**config.mk**
```make
export PLATFORM = sky130hd
export DESIGN_NAME = uart_selftest
export DESIGN_NICKNAME = d
export VERILOG_FILES = /design/src/rtl/uart_selftest.sv
export SDC_FILE = /design/constraint.sdc
export NUM_CORES = 1
export LEC_CHECK = 0
export BUFFER_PORTS_ARGS = -buffer_cell sky130_fd_sc_hd__buf_2
export CAP_MARGIN = 40
export CORE_MARGIN = 3
export CORE_UTILIZATION = 54
export DETAILED_ROUTE_END_ITERATION = 10
export PLACE_DENSITY = 0.78
export SYNTH_ARGS = -nofsm -noshare
export SYNTH_HDL_FRONTEND = slang
export SYNTH_SLANG_ARGS = --single-unit
export TNS_END_PERCENT = 20
```
**constraint.sdc**
```tcl
create_clock -name clk_i -period 4.3 [get_ports clk_i]
set_clock_uncertainty 0.2 [all_clocks]
set_input_delay 0.215 -clock clk_i [delete_from_list [all_inputs] [get_ports clk_i]]
set_output_delay 0.215 -clock clk_i [all_outputs]
set_load 0.03 [all_outputs]
```
**src/rtl/uart_selftest.sv**
```systemverilog
// uart_selftest: runs a loopback self-test against a uart_top register port.
// Configures TX/RX, then for each frame loads a pattern, starts TX, polls for
// RxDone, reads RX data back, and compares it against the transmitted pattern.
// Optional macro UART_SELFTEST_LFSR_EN: when defined, patterns come from an
// 8-bit Fibonacci LFSR (taps 8,6,5,4). When undefined, each pattern is the
// previous one inverted under the data mask.
`timescale 1ns/1ps
module uart_selftest #(
  parameter int unsigned NUM_FRAMES   = 10,
  parameter logic [7:0]  SEED         = 8'hAA,
  parameter logic [1:0]  BAUD_SEL     = 2'd0,
  parameter logic [1:0]  DATA_SEL     = 2'd3,
  parameter logic [1:0]  STOP_SEL     = 2'd0,
  parameter logic        PARITY_EN    = 1'b0,
  parameter int unsigned POLL_TIMEOUT = 2_000_000
) (
  input  logic        clk_i,
  input  logic        rst_i,
  input  logic        start_i,
  output logic        busy_o,
  output logic        done_o,
  output logic        pass_o,
  output logic        timeout_o,
  output logic [15:0] err_count_o,
  output logic [15:0] frame_count_o,
  output logic        wr_en_cpu_o,
  output logic        rd_en_cpu_o,
  output logic [1:0]  cpu_addr_o,
  output logic [31:0] cpu_data_o,
  input  logic [31:0] cpu_data_i
);

  localparam int unsigned CNT_W  = 16;
  localparam int unsigned POLL_W = 32;

  localparam logic [1:0] ADDR_STATUS = 2'd0;
  localparam logic [1:0] ADDR_CTRL   = 2'd1;
  localparam logic [1:0] ADDR_TX     = 2'd2;
  localparam logic [1:0] ADDR_RX     = 2'd3;

  // Low (5 + DATA_SEL) bits set
  localparam logic [7:0] MASK = 8'hFF >> (3 - DATA_SEL);

  // Control word with TxEn=RxEn=1, TxStart=0; TX and RX fields share the same codes
  localparam logic [31:0] CTRL_CFG = {BAUD_SEL, 7'd0, DATA_SEL, STOP_SEL, PARITY_EN,
                                      1'b0, 1'b1, 9'd0, DATA_SEL, STOP_SEL, PARITY_EN,
                                      1'b0, 1'b1};
  localparam logic [31:0] CTRL_GO  = CTRL_CFG | 32'h0000_0002;

  localparam logic [POLL_W-1:0] POLL_LIMIT =
    (POLL_TIMEOUT == 0) ? '0 : POLL_W'(POLL_TIMEOUT - 1);
  localparam logic [CNT_W-1:0] FRAMES_TARGET = CNT_W'(NUM_FRAMES);

`ifdef UART_SELFTEST_LFSR_EN
  localparam logic [7:0] SEED_EFF = (SEED == 8'h00) ? 8'h01 : SEED;
`else
  localparam logic [7:0] SEED_EFF = SEED;
`endif
  localparam logic [7:0] PAT_INIT = SEED_EFF & MASK;

  typedef enum logic [3:0] {
    IDLE, CFG_WR, LOAD_TX, START_TX, POLL_REQ, POLL_WAIT,
    RX_REQ, RX_WAIT, COMPARE, NEXT, DONE
  } state_t;

  state_t              state_q, state_d;
  logic [7:0]          pattern_q, pattern_d;
  logic [7:0]          rx_data_q, rx_data_d;
  logic [POLL_W-1:0]   poll_cnt_q, poll_cnt_d;
  logic [CNT_W-1:0]    frame_cnt_d, err_cnt_d;
  logic                timeout_d, err_inc;
  logic                busy_d, done_d, pass_d;
  logic                wr_en_d, rd_en_d;
  logic [1:0]          addr_d;
  logic [31:0]         data_d;
  logic [7:0]          pattern_adv;
`ifdef UART_SELFTEST_LFSR_EN
  logic [7:0]          lfsr_q, lfsr_d, lfsr_adv;
`endif

  // Only RxDone and the RX data byte are consumed from the read bus
  logic unused_rd_bits;
  assign unused_rd_bits = ^{cpu_data_i[31:17], cpu_data_i[15:8]};

  // Pattern advance: LFSR step or alternating inversion under the mask
`ifdef UART_SELFTEST_LFSR_EN
  always_comb begin
    lfsr_adv    = {lfsr_q[6:0], lfsr_q[7] ^ lfsr_q[5] ^ lfsr_q[4] ^ lfsr_q[3]};
    pattern_adv = lfsr_adv & MASK;
  end
`else
  always_comb begin
    pattern_adv = pattern_q ^ MASK;
  end
`endif

  // State register and all registered outputs
  always_ff @(posedge clk_i or posedge rst_i) begin
    if (rst_i) begin
      state_q       <= IDLE;
      pattern_q     <= '0;
      rx_data_q     <= '0;
      poll_cnt_q    <= '0;
      busy_o        <= 1'b0;
      done_o        <= 1'b0;
      pass_o        <= 1'b0;
      timeout_o     <= 1'b0;
      err_count_o   <= '0;
      frame_count_o <= '0;
      wr_en_cpu_o   <= 1'b0;
      rd_en_cpu_o   <= 1'b0;
      cpu_addr_o    <= '0;
      cpu_data_o    <= '0;
`ifdef UART_SELFTEST_LFSR_EN
      lfsr_q        <= '0;
`endif
    end else begin
      state_q       <= state_d;
      pattern_q     <= pattern_d;
      rx_data_q     <= rx_data_d;
      poll_cnt_q    <= poll_cnt_d;
      busy_o        <= busy_d;
      done_o        <= done_d;
      pass_o        <= pass_d;
      timeout_o     <= timeout_d;
      err_count_o   <= err_cnt_d;
      frame_count_o <= frame_cnt_d;
      wr_en_cpu_o   <= wr_en_d;
      rd_en_cpu_o   <= rd_en_d;
      cpu_addr_o    <= addr_d;
      cpu_data_o    <= data_d;
`ifdef UART_SELFTEST_LFSR_EN
      lfsr_q        <= lfsr_d;
`endif
    end
  end

  // Next-state, counters and next values of the registered outputs
  always_comb begin
    state_d     = state_q;
    pattern_d   = pattern_q;
    rx_data_d   = rx_data_q;
    poll_cnt_d  = poll_cnt_q;
    frame_cnt_d = frame_count_o;
    err_cnt_d   = err_count_o;
    timeout_d   = timeout_o;
    err_inc     = 1'b0;
    wr_en_d     = 1'b0;
    rd_en_d     = 1'b0;
    addr_d      = '0;
    data_d      = '0;
`ifdef UART_SELFTEST_LFSR_EN
    lfsr_d      = lfsr_q;
`endif

    case (state_q)
      IDLE, DONE: begin
        if (start_i) begin
          state_d     = CFG_WR;
          pattern_d   = PAT_INIT;
          frame_cnt_d = '0;
          err_cnt_d   = '0;
          timeout_d   = 1'b0;
`ifdef UART_SELFTEST_LFSR_EN
          lfsr_d      = SEED_EFF;
`endif
        end
      end
      CFG_WR:   state_d = LOAD_TX;
      LOAD_TX:  state_d = START_TX;
      START_TX: begin
        state_d    = POLL_REQ;
        poll_cnt_d = '0;
      end
      POLL_REQ: begin
        state_d    = POLL_WAIT;
        poll_cnt_d = poll_cnt_q + POLL_W'(1);
      end
      POLL_WAIT: begin
        poll_cnt_d = poll_cnt_q + POLL_W'(1);
        if (cpu_data_i[16]) begin
          state_d = RX_REQ;
        end else if (poll_cnt_q >= POLL_LIMIT) begin
          state_d   = NEXT;
          timeout_d = 1'b1;
          err_inc   = 1'b1;
        end else begin
          state_d = POLL_REQ;
        end
      end
      RX_REQ:  state_d = RX_WAIT;
      RX_WAIT: begin
        rx_data_d = cpu_data_i[7:0];
        state_d   = COMPARE;
      end
      COMPARE: begin
        err_inc = ((rx_data_q & MASK) != pattern_q);
        state_d = NEXT;
      end
      NEXT: begin
        frame_cnt_d = frame_count_o + CNT_W'(1);
        pattern_d   = pattern_adv;
`ifdef UART_SELFTEST_LFSR_EN
        lfsr_d      = lfsr_adv;
`endif
        state_d     = (frame_cnt_d == FRAMES_TARGET) ? DONE : LOAD_TX;
      end
      default: state_d = IDLE;
    endcase

    if (err_inc && (err_count_o != 16'hFFFF)) begin
      err_cnt_d = err_count_o + CNT_W'(1);
    end

    // Bus strobes are registered so they line up with the state they belong to
    case (state_d)
      CFG_WR: begin
        wr_en_d = 1'b1;
        addr_d  = ADDR_CTRL;
        data_d  = CTRL_CFG;
      end
      LOAD_TX: begin
        wr_en_d = 1'b1;
        addr_d  = ADDR_TX;
        data_d  = {24'd0, pattern_d};
      end
      START_TX: begin
        wr_en_d = 1'b1;
        addr_d  = ADDR_CTRL;
        data_d  = CTRL_GO;
      end
      POLL_REQ: begin
        rd_en_d = 1'b1;
        addr_d  = ADDR_STATUS;
      end
      RX_REQ: begin
        rd_en_d = 1'b1;
        addr_d  = ADDR_RX;
      end
      default: ;
    endcase

    busy_d = (state_d != IDLE) && (state_d != DONE);
    done_d = (state_d == DONE);
    pass_d = done_d && (err_cnt_d == '0);
  end

endmodule

```
## Word-level counts from Yosys, hierarchy flattened

Cells that the tools add are included.

- Output and inout bits: 72
- Memories kept: 0
- Input port bits: 35
- Bits in read-only memories: 0
- Bits in latches: 0
- Memory bits (writable): 0
- Register bits after elaboration: 124

- Reductions and logical operators: 16
- Mux-type cells: 24
- $lt $le $gt $ge: 1
- Equality and inequality tests: 23
- Bitwise logic cells: 1
- Shift operators: 0
- Multiply operators: 0
- $add $sub $neg: 3
- Div/mod/pow operators: 0

Operator list:

| cell | count |
|---|---|
| $pmux W23 S3 | 1 |
| $mux W16 | 4 |
| $pmux W32 S2 | 1 |
| $pmux W4 S10 | 1 |
| $add A16 B1 Y16 const B | 2 |
| $add A32 B1 Y32 const B | 1 |
| $ge A32 B21 Y1 const B | 1 |
| $pmux W16 S2 | 1 |
| $eq A4 B3 Y1 const B | 6 |
| $eq A16 B4 Y1 const B | 1 |
| $eq A4 B2 Y1 const B | 4 |
| $eq A4 B4 Y1 const B | 4 |
| $logic_not A16 Y1 | 1 |
| $mux W4 | 4 |
| $ne A16 B16 Y1 const B | 1 |
| $pmux W8 S2 | 1 |
| $eq A4 B1 Y1 const B | 2 |
| $mux W8 | 1 |
| $ne A8 B8 Y1 | 1 |
| $not A8 Y8 | 1 |
| $reduce_or A2 Y1 | 4 |
| $mux W1 | 7 |
| $ne A2 B2 Y1 const B | 3 |
| $pmux W2 S3 | 1 |
| other kinds (9) | 14 |

## Depth between registers and ports, before layout

- Depth after elaboration: 8
- Mapped depth: 11

## Worst setup path after synthesis

No wires, ideal clock.

- Kind: flip-flop to flip-flop
- Start: register err_count_o[6]
- End: register pass_o
- Data arrival time: 2.695 ns
- Path buffers: 1
- Setup slack: 1.294 ns
- Clock period less this slack: 3.006 ns
- Stages on the path, launching flop included: 11
- Cells stage by stage: dfrtp_1 buf_2 and4_1 nand4_1 or2_1 nor3_1 a21oi_1 nand4_1 mux2i_1 or3_1 a2111oi_2

- Cells in the longest elaborated chain, start to end: 5
- Elaborated cells on any way between the ends: 8
- Classes of those cells: add/sub: 1; eq/ne: 1; mux: 3; reduce/logical: 3

RTL lines:

| what | line | text |
|---|---|---|
| from (decl) | 24 | `output logic [15:0] err_count_o,` |
| from (signal assigned) | 126 | `err_count_o <= err_cnt_d;` |
| parallel branches: the longest is 2 deep, another holds $add A16 B1 Y16 | - |  |
| $mux W16 (*) | 211 | `if (err_inc && (err_count_o != 16'hFFFF)) begin` |
| via err_cnt_d[7] | 70 | `logic [CNT_W-1:0] frame_cnt_d, err_cnt_d;` |
| $logic_not A16 Y1 (*) | 245 | `pass_d = done_d && (err_cnt_d == '0);` |
| $logic_and A1 B1 Y1 (*) | 245 |  |
| via pass_d | 72 | `logic busy_d, done_d, pass_d;` |
| to (signal assigned) | 124 | `pass_o <= pass_d;` |
| to (decl) | 22 | `output logic pass_o,` |

Mark *: on every way through the listed nets, which the timed path passes.
A chain may end at the register's enable or synchronous reset.

## Final worst setup path

- Start: register poll_cnt_q[0]
- End: register pass_o

- Cells in the longest elaborated chain, start to end: 8
- Elaborated cells on any way between the ends: 12
- Classes of those cells: order compare: 1; eq/ne: 1; mux: 7; reduce/logical: 3

RTL lines:

| what | line | text |
|---|---|---|
| from (decl) | 69 | `logic [POLL_W-1:0] poll_cnt_q, poll_cnt_d;` |
| from (signal assigned) | 121 | `poll_cnt_q <= poll_cnt_d;` |
| $ge A32 B21 Y1 | 183 | `end else if (poll_cnt_q >= POLL_LIMIT) begin` |
| $mux W1 | 183 |  |
| $mux W1 | 181 | `if (cpu_data_i[16]) begin` |
| $pmux W1 S2 | 156 | `case (state_q)` |
| $logic_and A1 B1 Y1 | 211 |  |
| $mux W16 | 211 |  |
| via err_cnt_d[7] | 70 |  |
| $logic_not A16 Y1 | 245 |  |
| $logic_and A1 B1 Y1 | 245 |  |
| via pass_d | 72 |  |

The timed path passes the listed nets, and every way through them passes these cells.

==> results.md <==
- Status: complete, no violations
- Clock-pin slew on the worst setup and hold paths: 100 ps
- Buf+Inv Stages, Crit Path: 0
- Vias in the first global route: 4197
- TritonCTS Sinks: 101
- Compound-Gate Fraction of Synth Area: 0.156
- Post-DP HPWL: 8390 um
- Post-cts sizing count: 0
- Post-synth EDFFs: 0
- DR vias/cell: 5.80
- Worst setup margin: 899 ps
- Most frequent cells in the layout: dfrtp_1, nand2_1, buf_2, o21ai_0, nand3_1
- Crit path max fanout: 7
- Unique masters post-synth: 64
- Pleak: 2.76 nW
- Worst-margin pin slew: 825 ps
- Max clock buf depth: 2
- TritonCTS clock tree: built
- Synthesis-to-layout area growth: 12.1%
- Largest family of logic cells by synthesized area: simple AND/OR/NAND/NOR gates
- FF+latch count, synth: 101
- Worst path cell trace: ha_1 > nand3_1 > o211ai_1 > nand2_1 > a211o_2 > a21oi_1 > nand4_1 > mux2i_1 > or3_1 > a2111oi_2
- Final Cycle Share: 0.791
- Setup tns final: 0 ps
- Post-route DRC: 0
- Fraction of the mapped netlist area in adder cells: 0.00928
- Largest net degree at the start of global routing: 57
- Most common flop cell mapped by yosys: dfrtp_1
- CP Data Required Time: 4350 ps
- Top cells by area, synth: dfrtp_1, nand2_1, o21ai_0, nand3_1, buf_4
- Worst reg2reg path startpoint: poll_cnt_q[0]
- Die ar.: 0.0112 mm^2
- Post-Place Setup Slack: 915 ps
- Chip Height: 106 um
- 1st-iter DRT viols: 301
- Post-synthesis sequential area ratio: 0.469
- Overall Global Routing Usage: 0.221
- Pwr Total: 3.54 mW
- Max VDD drop: 0.000341 V
- IO Pins: 107
- Design Area, Final: 0.00605 mm^2
- Reg-to-Reg End: pass_o
- Post-synthesis cell area: 0.00539 mm^2
- R2r setup slk: 900 ps
- Fin cells: 778
- Reg2Reg Depth: 10
- Post-synthesis cell count: 588
- DRT Pass-1 Iters: 5
- Synth Area in XOR/XNOR: 0.0374
- CP endpoint kind: flop
- Setup violators final: 0
- Critical Path Source Type: flop
- Synth Warn #: 0
- RSZ-0062 raised after global routing: no
- Critical path's slowest cell: dfrtp_1
- Synth area leader: dfrtp_1
- Site row count: 35
- Area post-placement: 0.00571 mm^2
- Clock root cell: clkbuf_8
- Diodes inserted: 0
- Relative slew slack: 0.450
- Skew-Pair Late Insertion Delay: 360 ps
- Worst min path class: in -> async
- Die W: 106 um
- Slew Limit Fails: 0
- Worst endpoint data arrival time: 3450 ps
- Min cycle time layout: 3400 ps
- Initial antenna violation count: 1
- Final hold viol count: 0
- Critical path's top delay family: compound AO/OA/AOI/OAI gates
- Avg Inst Size Synth: 9.17 um^2
- Post-Route WL: 11900 um
- Routability cong.: 0.910
- Ys async rst share: 1.00
- Core area: 0.00946 mm^2
- # port buffers: 62
- DR WL/cell: 15.3 um
- H-tree levels: 3
- Initial core utilization: 0.570
- Slowest stage delay, CP: 400 ps
- Placed Cells: 752
- Yosys top cell area share: 0.469
- Via Count: 4516
- CTS buffer count: 9
- PD cells: 585 mW/mm^2
- Post-Synth Simple-Gate Area: 0.222
- Fraction of layout cells with a size suffix above 1: 0.166
- Peak Freq: 0.294 GHz
- # Max-Cap Violations: 0
- Nets@finish: 683
- First-pass GRT wire length: 20300 um
- Mux cell area share after synthesis: 0.0427
- Routed Antenna Nets: 0
- Critical path class: reg -> reg
- GRT Residual Overflow: 0
- Commonest non-fill, non-tap cell in the layout: dfrtp_1
[metal layers]
| metal | up-vias | global-route usage | wire (um) |
|---|---|---|---|
| li1 | 2170 | - | - |
| met1 | 2195 | 0.298 | 5360 |
| met2 | 134 | 0.372 | 5780 |
| met3 | 15 | 0.0425 | 622 |
| met4 | 2 | 0.0509 | 113 |
| met5 | - | 0 | 13 |
[state kept, by name, indices dropped and copies added, names as in the netlist]
name and count:
busy_o 1, cpu_addr_o 2, cpu_data_o 9, done_o 1, err_count_o 16, frame_count_o 16
pass_o 1, pattern_q 8, poll_cnt_q 32, rd_en_cpu_o 1, rx_data_q 8, state_q 4
timeout_o 1, wr_en_cpu_o 1
[where the power goes]
| group | switching, mW | internal (mW) | total (mW) |
|---|---|---|---|
| clock network | 0.323 | 0.385 | 0.708 |
| registers | 0.293 | 1.18 | 1.47 |
| logic | 0.883 | 0.479 | 1.36 |
[worst min-delay path, delay by kind of cell]
family,cells,cell delay [ps]
buffers and inverters,3,900
[layout make-up]
type | count | area (um^2)
timing repair buffer | 78 | 475
inverter | 12 | 47.5
multi-input combinational | 442 | 2600
clock buffer | 9 | 124
clock inverter | 7 | 114
fill | 783 | 3410
sequential | 101 | 2530
tap | 129 | 161
[stage by stage]
stage	util	hold slack, ps
floorplan	-	164
global placement	0.600	249
detailed placement	0.604	0.903
CTS	0.639	154
global route	0.639	172
finish	0.639	162
[how the worst max path moves through the flow]
stage                     slack, ps  cells past startpoint      to           from
after global routing            680                     10  pass_o  poll_cnt_q[0]
after global placement         1030                     10  pass_o  poll_cnt_q[0]
final                           900                     10  pass_o  poll_cnt_q[0]
after detailed placement        910                     10  pass_o  poll_cnt_q[0]
after floorplan                1240                      1  busy_o          rst_i
after CTS                       920                     10  pass_o  poll_cnt_q[0]
[repair_timing]
action                                 4_1_cts  5_1_grt
setup buffers                                0        0
hold buffers                                10        0
endpoints found under the hold margin       85        0
[cell usage after synthesis, drive strengths merged, types with 4 or more instances]
cell    number
o211ai       8
nand3       43
or3          6
nor4         8
nand4       18
clkbuf      26
and3        11
or2          4
a21oi       19
o21ai       57
a31oi        4
xnor2       17
nor3        17
and2         7
xor2         6
ha           4
dfrtp      101
nand2       76
inv         12
mux2         8
nor2        39
mux2i       14
buf         27
o31ai       10
[cell families (layout without fill, tap and decap cells)]
kind of cell / after synthesis / after routing
adder cells (fa/ha/maj): 4 / 4
flip-flops: 101 / 101
AO/OA/AOI/OAI: 131 / 131
buffers and inverters: 65 / 106
other: 1 / 21
AND/OR/NAND/NOR: 241 / 241
XOR/XNOR: 23 / 23
multiplexers: 22 / 22
(Power assumes the default switching activity.)
